<file path="config.mk">
export PLATFORM = sky130hd
export DESIGN_NAME = fuzzy_duty_scanner_flat
export DESIGN_NICKNAME = d
export VERILOG_FILES = /design/src/rtl/fuzzy_duty_scanner_pkg.sv /design/src/rtl/fuzzy_duty_scanner_if.sv /design/src/rtl/fuzzy_duty_scanner_pwm_gen.sv /design/src/rtl/fuzzy_duty_scanner.sv /design/src/flat_wrapper.sv
export SDC_FILE = /design/constraint.sdc
export NUM_CORES = 1
export LEC_CHECK = 0
export ABC_AREA = 1
export BUFFER_PORTS_ARGS = -buffer_cell sky130_fd_sc_hd__buf_4
export CAP_MARGIN = 20
export CELL_PAD_IN_SITES_DETAIL_PLACEMENT = 1
export CELL_PAD_IN_SITES_GLOBAL_PLACEMENT = 2
export CORE_MARGIN = 5
export CORE_UTILIZATION = 36
export CTS_CLUSTER_SIZE = 20
export DETAILED_ROUTE_END_ITERATION = 10
export PLACE_DENSITY = 0.88
export RECOVER_POWER = 25
export REMOVE_ABC_BUFFERS = 1
export SYNTH_ARGS = -nofsm -noshare
export SYNTH_HDL_FRONTEND = slang
export SYNTH_HIERARCHICAL = 1
export SYNTH_SLANG_ARGS = --single-unit
</file>
<file path="constraint.sdc">
create_clock -name i_clk -period 9.9 [get_ports i_clk]
set_input_delay 2.97 -clock i_clk [delete_from_list [all_inputs] [get_ports i_clk]]
set_output_delay 2.97 -clock i_clk [all_outputs]
set_load 0.005 [all_outputs]
</file>
<file path="src/rtl/fuzzy_duty_scanner_pkg.sv">
// Shared types for the multi-channel fuzzy duty scanner: FSM states and
// membership-function indices.
package fuzzy_duty_scanner_pkg;

  typedef enum logic [2:0] {
    IDLE,
    LOAD,
    FUZZ,
    DEFUZZ,
    WRITE,
    DONE
  } state_t;

  localparam int MF_COLD = 0;
  localparam int MF_WARM = 1;
  localparam int MF_HOT  = 2;
  localparam int MF_NUM  = 3;

endpackage

</file>
<file path="src/rtl/fuzzy_duty_scanner_if.sv">
// Scan request/status bus of the fuzzy duty scanner; the scanner is the slave.
interface fuzzy_duty_scanner_if #(
  parameter int NUM_CH     = 4,
  parameter int BCD_DIGITS = 2,
  parameter int DUTY_W     = 8
);
  logic                           start;
  logic [NUM_CH*4*BCD_DIGITS-1:0] bcd_in;
  logic                           busy;
  logic                           done;
  logic [NUM_CH*DUTY_W-1:0]       duty;
  logic [NUM_CH-1:0]              bcd_err;
  logic [NUM_CH-1:0]              pwm;

  modport master (output start, bcd_in, input busy, done, duty, bcd_err, pwm);
  modport slave  (input start, bcd_in, output busy, done, duty, bcd_err, pwm);
endinterface

</file>
<file path="src/rtl/fuzzy_duty_scanner_pwm_gen.sv">
// One PWM channel: shadow duty reloaded at counter wrap, registered compare
// against the shared period counter.
module fuzzy_duty_scanner_pwm_gen #(
  parameter int DUTY_W = 8
) (
  input  logic              i_clk,
  input  logic              i_rst,
  input  logic              i_wrap,
  input  logic [DUTY_W-1:0] i_cnt,
  input  logic [DUTY_W-1:0] i_duty,
  output logic              o_pwm
);
  logic [DUTY_W-1:0] r_shadow;
  logic              r_pwm;

  always_ff @(posedge i_clk) begin
    if (i_rst) begin
      r_shadow <= '0;
      r_pwm    <= 1'b0;
    end else begin
      if (i_wrap) r_shadow <= i_duty;
      r_pwm <= (i_cnt < r_shadow);
    end
  end

  assign o_pwm = r_pwm;
endmodule

</file>
<file path="src/rtl/fuzzy_duty_scanner.sv">
// Snapshots all BCD channels on start, then runs each through a shared
// BCD->binary / fuzzify / defuzzify pipeline, one channel per 4-cycle slot.
module fuzzy_duty_scanner
  import fuzzy_duty_scanner_pkg::*;
#(
  parameter int          NUM_CH     = 4,
  parameter int          BCD_DIGITS = 2,
  parameter int          DUTY_W     = 8,
  parameter int unsigned BP_LO      = 20,
  parameter int unsigned BP_MID     = 50,
  parameter int unsigned BP_HI      = 80,
  parameter int unsigned D_LO       = 32,
  parameter int unsigned D_MID      = 128,
  parameter int unsigned D_HI       = 240
) (
  input logic               i_clk,
  input logic               i_rst,
  fuzzy_duty_scanner_if.slave bus
);
  localparam int          CH_W  = (NUM_CH > 1) ? $clog2(NUM_CH) : 1;
  localparam int          BCD_W = 4 * BCD_DIGITS;
  localparam int          VAL_W = $clog2(10 ** BCD_DIGITS);
  localparam int          ACC_W = 2 * DUTY_W + 2;
  localparam int unsigned FULL  = (1 << DUTY_W) - 1;
  localparam logic [DUTY_W-1:0] FULL_D  = '1;
  localparam logic [CH_W-1:0]   LAST_CH = CH_W'(NUM_CH - 1);

  state_t                   r_state, w_next;
  logic                     w_busy, w_done;
  logic [CH_W-1:0]          r_ch;
  logic [NUM_CH*BCD_W-1:0]  r_snap;
  logic [VAL_W-1:0]         r_val, w_val;
  logic                     r_err, w_err;
  logic [DUTY_W-1:0]        r_mf [MF_NUM];
  logic [DUTY_W-1:0]        w_mf [MF_NUM];
  logic [DUTY_W-1:0]        r_duty_new, w_duty_new;
  logic [NUM_CH*DUTY_W-1:0] r_duty;
  logic [NUM_CH-1:0]        r_bcd_err, w_pwm;
  logic [BCD_W-1:0]         w_digits;
  logic [3:0]               w_dig;
  logic [31:0]              w_v;
  logic [ACC_W-1:0]         w_acc;
  logic [DUTY_W-1:0]        r_cnt;
  logic                     w_wrap;

  always_ff @(posedge i_clk) begin
    if (i_rst) r_state <= IDLE;
    else       r_state <= w_next;
  end

  always_comb begin
    w_next = r_state;
    w_busy = 1'b0;
    w_done = 1'b0;
    unique case (r_state)
      IDLE:    if (bus.start) w_next = LOAD;
      LOAD:    begin w_next = FUZZ;   w_busy = 1'b1; end
      FUZZ:    begin w_next = DEFUZZ; w_busy = 1'b1; end
      DEFUZZ:  begin w_next = WRITE;  w_busy = 1'b1; end
      WRITE:   begin
        w_next = (r_ch == LAST_CH) ? DONE : LOAD;
        w_busy = 1'b1;
      end
      DONE:    begin w_next = IDLE;   w_done = 1'b1; end
      default: w_next = IDLE;
    endcase
  end

  // BCD->binary, most significant digit first; invalid digits only raise the flag
  always_comb begin
    w_digits = r_snap[r_ch*BCD_W +: BCD_W];
    w_val    = '0;
    w_err    = 1'b0;
    w_dig    = '0;
    for (int d = BCD_DIGITS - 1; d >= 0; d--) begin
      w_dig = w_digits[d*4 +: 4];
      if (w_dig > 4'd9) w_err = 1'b1;
      w_val = w_val * VAL_W'(10) + VAL_W'(w_dig);
    end
  end

  assign w_v = 32'(r_val);

  always_comb begin
    w_mf[MF_COLD] = '0;
    w_mf[MF_WARM] = '0;
    w_mf[MF_HOT]  = '0;
    if (w_v <= BP_LO) begin
      w_mf[MF_COLD] = FULL_D;
    end else if (w_v <= BP_MID) begin
      w_mf[MF_WARM] = DUTY_W'(((w_v - BP_LO) * FULL) / (BP_MID - BP_LO));
      w_mf[MF_COLD] = FULL_D - w_mf[MF_WARM];
    end else if (w_v < BP_HI) begin
      w_mf[MF_WARM] = DUTY_W'(((BP_HI - w_v) * FULL) / (BP_HI - BP_MID));
      w_mf[MF_HOT]  = FULL_D - w_mf[MF_WARM];
    end else begin
      w_mf[MF_HOT]  = FULL_D;
    end
  end

  assign w_acc = ACC_W'(r_mf[MF_COLD]) * ACC_W'(D_LO)
               + ACC_W'(r_mf[MF_WARM]) * ACC_W'(D_MID)
               + ACC_W'(r_mf[MF_HOT])  * ACC_W'(D_HI);
  assign w_duty_new = DUTY_W'(w_acc / ACC_W'(FULL));

  always_ff @(posedge i_clk) begin
    if (i_rst) begin
      r_snap     <= '0;
      r_ch       <= '0;
      r_val      <= '0;
      r_err      <= 1'b0;
      r_duty_new <= '0;
      r_duty     <= '0;
      r_bcd_err  <= '0;
      for (int i = 0; i < MF_NUM; i++) r_mf[i] <= '0;
    end else begin
      unique case (r_state)
        IDLE: if (bus.start) begin
          r_snap <= bus.bcd_in;
          r_ch   <= '0;
        end
        LOAD: begin
          r_val <= w_val;
          r_err <= w_err;
        end
        FUZZ:   for (int i = 0; i < MF_NUM; i++) r_mf[i] <= w_mf[i];
        DEFUZZ: r_duty_new <= w_duty_new;
        WRITE: begin
          r_bcd_err[r_ch] <= r_err;
          if (!r_err) r_duty[r_ch*DUTY_W +: DUTY_W] <= r_duty_new;
          if (r_ch != LAST_CH) r_ch <= r_ch + 1'b1;
        end
        default: ;
      endcase
    end
  end

  assign w_wrap = (r_cnt == FULL_D - 1'b1);

  always_ff @(posedge i_clk) begin
    if (i_rst)       r_cnt <= '0;
    else if (w_wrap) r_cnt <= '0;
    else             r_cnt <= r_cnt + 1'b1;
  end

  for (genvar c = 0; c < NUM_CH; c++) begin : g_pwm
    fuzzy_duty_scanner_pwm_gen #(.DUTY_W(DUTY_W)) u_pwm (
      .i_clk  (i_clk),
      .i_rst  (i_rst),
      .i_wrap (w_wrap),
      .i_cnt  (r_cnt),
      .i_duty (r_duty[c*DUTY_W +: DUTY_W]),
      .o_pwm  (w_pwm[c])
    );
  end

  assign bus.busy    = w_busy;
  assign bus.done    = w_done;
  assign bus.duty    = r_duty;
  assign bus.bcd_err = r_bcd_err;
  assign bus.pwm     = w_pwm;
endmodule

</file>
<file path="src/flat_wrapper.sv">
// flat-port wrapper written by rule: the top's interface ports become plain ports
module fuzzy_duty_scanner_flat import fuzzy_duty_scanner_pkg::*;
#(
  parameter int          NUM_CH     = 4,
  parameter int          BCD_DIGITS = 2,
  parameter int          DUTY_W     = 8,
  parameter int unsigned BP_LO      = 20,
  parameter int unsigned BP_MID     = 50,
  parameter int unsigned BP_HI      = 80,
  parameter int unsigned D_LO       = 32,
  parameter int unsigned D_MID      = 128,
  parameter int unsigned D_HI       = 240
)
  (i_clk, i_rst, bus_start, bus_bcd_in, bus_busy, bus_done, bus_duty, bus_bcd_err, bus_pwm);
  fuzzy_duty_scanner_if #(.NUM_CH(NUM_CH), .BCD_DIGITS(BCD_DIGITS), .DUTY_W(DUTY_W)) bus_i ();
  input logic i_clk;
  input logic i_rst;
  input wire logic [$bits(bus_i.start)-1:0] bus_start;
  input wire logic [$bits(bus_i.bcd_in)-1:0] bus_bcd_in;
  output wire logic [$bits(bus_i.busy)-1:0] bus_busy;
  output wire logic [$bits(bus_i.done)-1:0] bus_done;
  output wire logic [$bits(bus_i.duty)-1:0] bus_duty;
  output wire logic [$bits(bus_i.bcd_err)-1:0] bus_bcd_err;
  output wire logic [$bits(bus_i.pwm)-1:0] bus_pwm;
  assign bus_i.start = bus_start;
  assign bus_i.bcd_in = bus_bcd_in;
  assign bus_busy = bus_i.busy;
  assign bus_done = bus_i.done;
  assign bus_duty = bus_i.duty;
  assign bus_bcd_err = bus_i.bcd_err;
  assign bus_pwm = bus_i.pwm;
  fuzzy_duty_scanner #(.NUM_CH(NUM_CH), .BCD_DIGITS(BCD_DIGITS), .DUTY_W(DUTY_W), .BP_LO(BP_LO), .BP_MID(BP_MID), .BP_HI(BP_HI), .D_LO(D_LO), .D_MID(D_MID), .D_HI(D_HI)) u_core (.i_clk(i_clk), .i_rst(i_rst), .bus(bus_i));
endmodule
</file>
==> summary.md <==
| Metric | Value |
|---|---|
| Status | `finished, final reports clean` |
| Vias per inst | `a little under 5` |
| Initial core utilization | `36.6%` |
| Number of placed I/O pins | `77` |
| HP Class | `reg -> reg` |
| Die Width | `214 um` |
| Register bit total from synthesis | `157` |
| Drc violations | `0` |
| Pin count of the biggest net entering global routing | `65` |
| CP Launch Type | `register` |
| CP max stage cell | `fa_1` |
| Die height | `around 210 um` |
| Initial antenna violation count | `0` |
| Final Cycle Share | `approximately 94%` |
| Setup WS pre-CTS | `-0.256 ns` |
| # setup viols final | `0` |
| Final slew viol count | `0` |
| Setup crit end kind | `register` |
| Vias | `13806` |
| Worst-Skew Late Latency | `0.45 ns` |
| Worst-margin pin slew | `about 1 ns` |
| Post-synthesis async set-or-reset flop share | `0%` |
| ANT cells | `0` |
| Worst hold slack | `between 0.4 and 0.5 ns` |
| PortBufs | `between 70 and 80` |
| DRT iter0 DRCs | `between 400 and 500` |
| Final Critical Period | `between 9 and 10 ns` |
| CP max stage delay | `roughly 0.54 ns` |
| Avg Inst Size Synth | `6.89 um2` |
| Wire per inst | `14.5 um` |
| Synthesized cell area | `around 15000 um2` |
| CTS tree | `yes` |
| Ys flop type | `dfxtp_1` |
| Gr ovfl total | `0` |
| Peak Freq | `about 110 MHz` |
| Synth Instances | `~2200` |
| Post-DP Area | `16100 um2` |
| Top-area cell type share of the netlist area | `roughly 18%` |
| CTS H-tree depth | `4` |
| Final critical-path setup slack | `around 0.55 ns` |
| Gpl congestion | `slightly above 0.8` |
| Arrival time worst endpoint | `9.67 ns` |
| Synth area leaders | `dfxtp_1, ha_1, inv_1` |
| Yosys Warn Count | `6` |
| Routed WL | `~41000 um` |
| Layout Utilization | `42.4%` |
| Clk sinks | `around 160` |
| Final #Nets | `about 2500` |
| First-pass GRT wire length | `just under 70000 um` |
| Critical path peak fanout | `8` |
| TritonRoute pass-1 iters | `4` |
| Area leader, netlist | `dfxtp_1` |
| Clk slew on worst S/H paths | `0.07 ns` |
| Core ar. | `between 40000 and 50000 um2` |
| CP Data Required Time | `roughly 10 ns` |
| GRT Total Usage | `around 17%` |
| CTS Root Cell | `clkbuf_16` |
| Post-synth EDFFs | `24` |
| Cell Rows | `74` |
| Number of global-route vias before repair | `14506` |
| Worst clock skew | `roughly 0.017 ns` |
| Max-Cap Viols | `0` |
| Layout cells sized above 1 | `between 10% and 20%` |
| Critical path class | `reg -> reg` |
| Post-DP HPWL | `approximately 33000 um` |
| Post-DRT Antenna Nets | `0` |
| CTS max path bufs | `2` |
| Slew HR | `around 33%` |
| Cell variety after synth | `62` |
| Final Hold Vio Count | `0` |
| Seq/Total Area, Yosys | `22.5%` |
| Layout area overhead | `15.8%` |
| Num CTS Buffers | `17` |
| Die area | `roughly 46000 um2` |
| Post-route cell area | `~17000 um2` |
## through the flow
stage | TNS, ns | std cells
after floorplan | 0 | 2148
after global placement | 0 | 2759
after detailed placement | -0.456 | 2759
after CTS | 0 | 2794
after global routing | -0.209 | 2816
final | 0 | 2816
## state kept, by name (all words and copies together), names as in the netlist
| name | flops |
|---|---|
| u_core/r_cnt | 8 |
| u_core/r_val | 7 |
| u_core/r_state | 3 |
| u_core/r_mf | 24 |
| u_core/bus.bcd_err | 4 |
| u_core/g_pwm.u_pwm/r_shadow | 32 |
| u_core/r_err | 1 |
| u_core/g_pwm.u_pwm/o_pwm | 4 |
| u_core/r_duty_new | 8 |
| u_core/r_ch | 2 |
| u_core/r_snap | 32 |
| u_core/bus.duty | 32 |
## critical path: cells and delay by family, from the launching register on
kind            cells  cell delay, ns
compound gates      8            1.09
xor+xnor            3            0.55
fa+ha+maj           8            2.78
buf+inv             6            0.51
flops               1            0.43
simple gates       35            3.88
## cells in the mapped netlist, types with 2 or more instances
cell type	instances
nand3_1	116
o211ai_1	5
o32ai_1	7
nor2_2	15
nand2_2	47
a32oi_1	2
a221oi_1	3
nand3b_1	2
nand2_1	427
ha_1	145
a21boi_0	2
a31oi_1	5
nor3_1	20
o22ai_1	11
inv_1	451
clkinv_1	4
fa_1	57
a31o_2	2
o21ai_0	122
or2_2	4
o21a_1	3
dfxtp_1	133
nand4_1	23
nand4_2	2
nor2_4	2
nor3_2	5
a21oi_2	18
o21bai_2	3
edfxtp_1	24
nand2_4	6
xor2_1	37
o21ai_2	16
nor2_1	150
a21o_1	3
a21oi_1	153
o21bai_1	18
nand3_2	19
xnor2_1	12
o21ai_1	27
inv_2	23
clkbuf_1	24
or3_1	8
buf_6	6
## placed cells by master (no fill, tap or decap), types with 23 or more instances in the layout
master    Yosys  final
ha_1        145    136
nand2_2      47     56
xor2_1       37     32
a21oi_2      18     23
dfxtp_1     133    130
o21ai_1      27     27
nand4_1      23     23
edfxtp_1     24     24
nand3_2      19     23
nand3_1     116    108
buf_4         1    102
inv_1       451    451
nand2_1     427    411
a21oi_1     153    147
nor2_1      150    138
o21ai_0     122    121
fa_1         57     57
## metal layers
metal,wire [um],GRT usage (%),vias up,share of wire (%)
met5,0,0,-,0
met4,464,3.48,0,1.1
met3,648,2.20,28,1.6
met2,21500,32.9,85,53
met1,18200,20.5,6574,45
li1,-,-,7119,-
## cell type report
class	instances	area (um2)
clock buffers	19	453
clock inverters	13	181
fillers	5299	23700
inverters	479	1800
multi-input cells	1513	10100
flip-flops and latches	157	3390
well taps	532	666
repair buffers	103	786
## what timing repair did
item	4_1_cts	5_1_grt
setup buffers	3	20
gates cloned	0	1
pin swaps	0	34
setup endpoints to repair	2	12
hold buffers	0	0
resized for setup	7	105
## final timing paths
check                           from              endpoint  slack [ns]  depth (start not counted)
setup reg to reg  u_core/r_mf[0][18]  u_core/r_duty_new[0]        0.55                         60
setup / recovery  u_core/r_mf[0][18]  u_core/r_duty_new[0]        0.55                         60
hold / removal     u_core/r_snap[24]     u_core/r_snap[24]        0.45                          2
hold reg to reg    u_core/r_snap[24]     u_core/r_snap[24]        0.45                          2
## cells by family (layout without fill, tap and decap cells)
group | after synthesis | after routing | share of synthesized area [%]
AO/OA/AOI/OAI | 408 | 408 | 15.9
XOR/XNOR | 50 | 50 | 2.96
adder cells (fa/ha/maj) | 202 | 202 | 19.7
buffers and inverters | 512 | 614 | 13.2
flip-flops | 157 | 157 | 22.5
other | 1 | 1 | 0.0249
AND/OR/NAND/NOR | 851 | 852 | 25.8
Power is not shown: default switching activity piles up to over one toggle a cycle in this logic, so the estimate is an artifact.
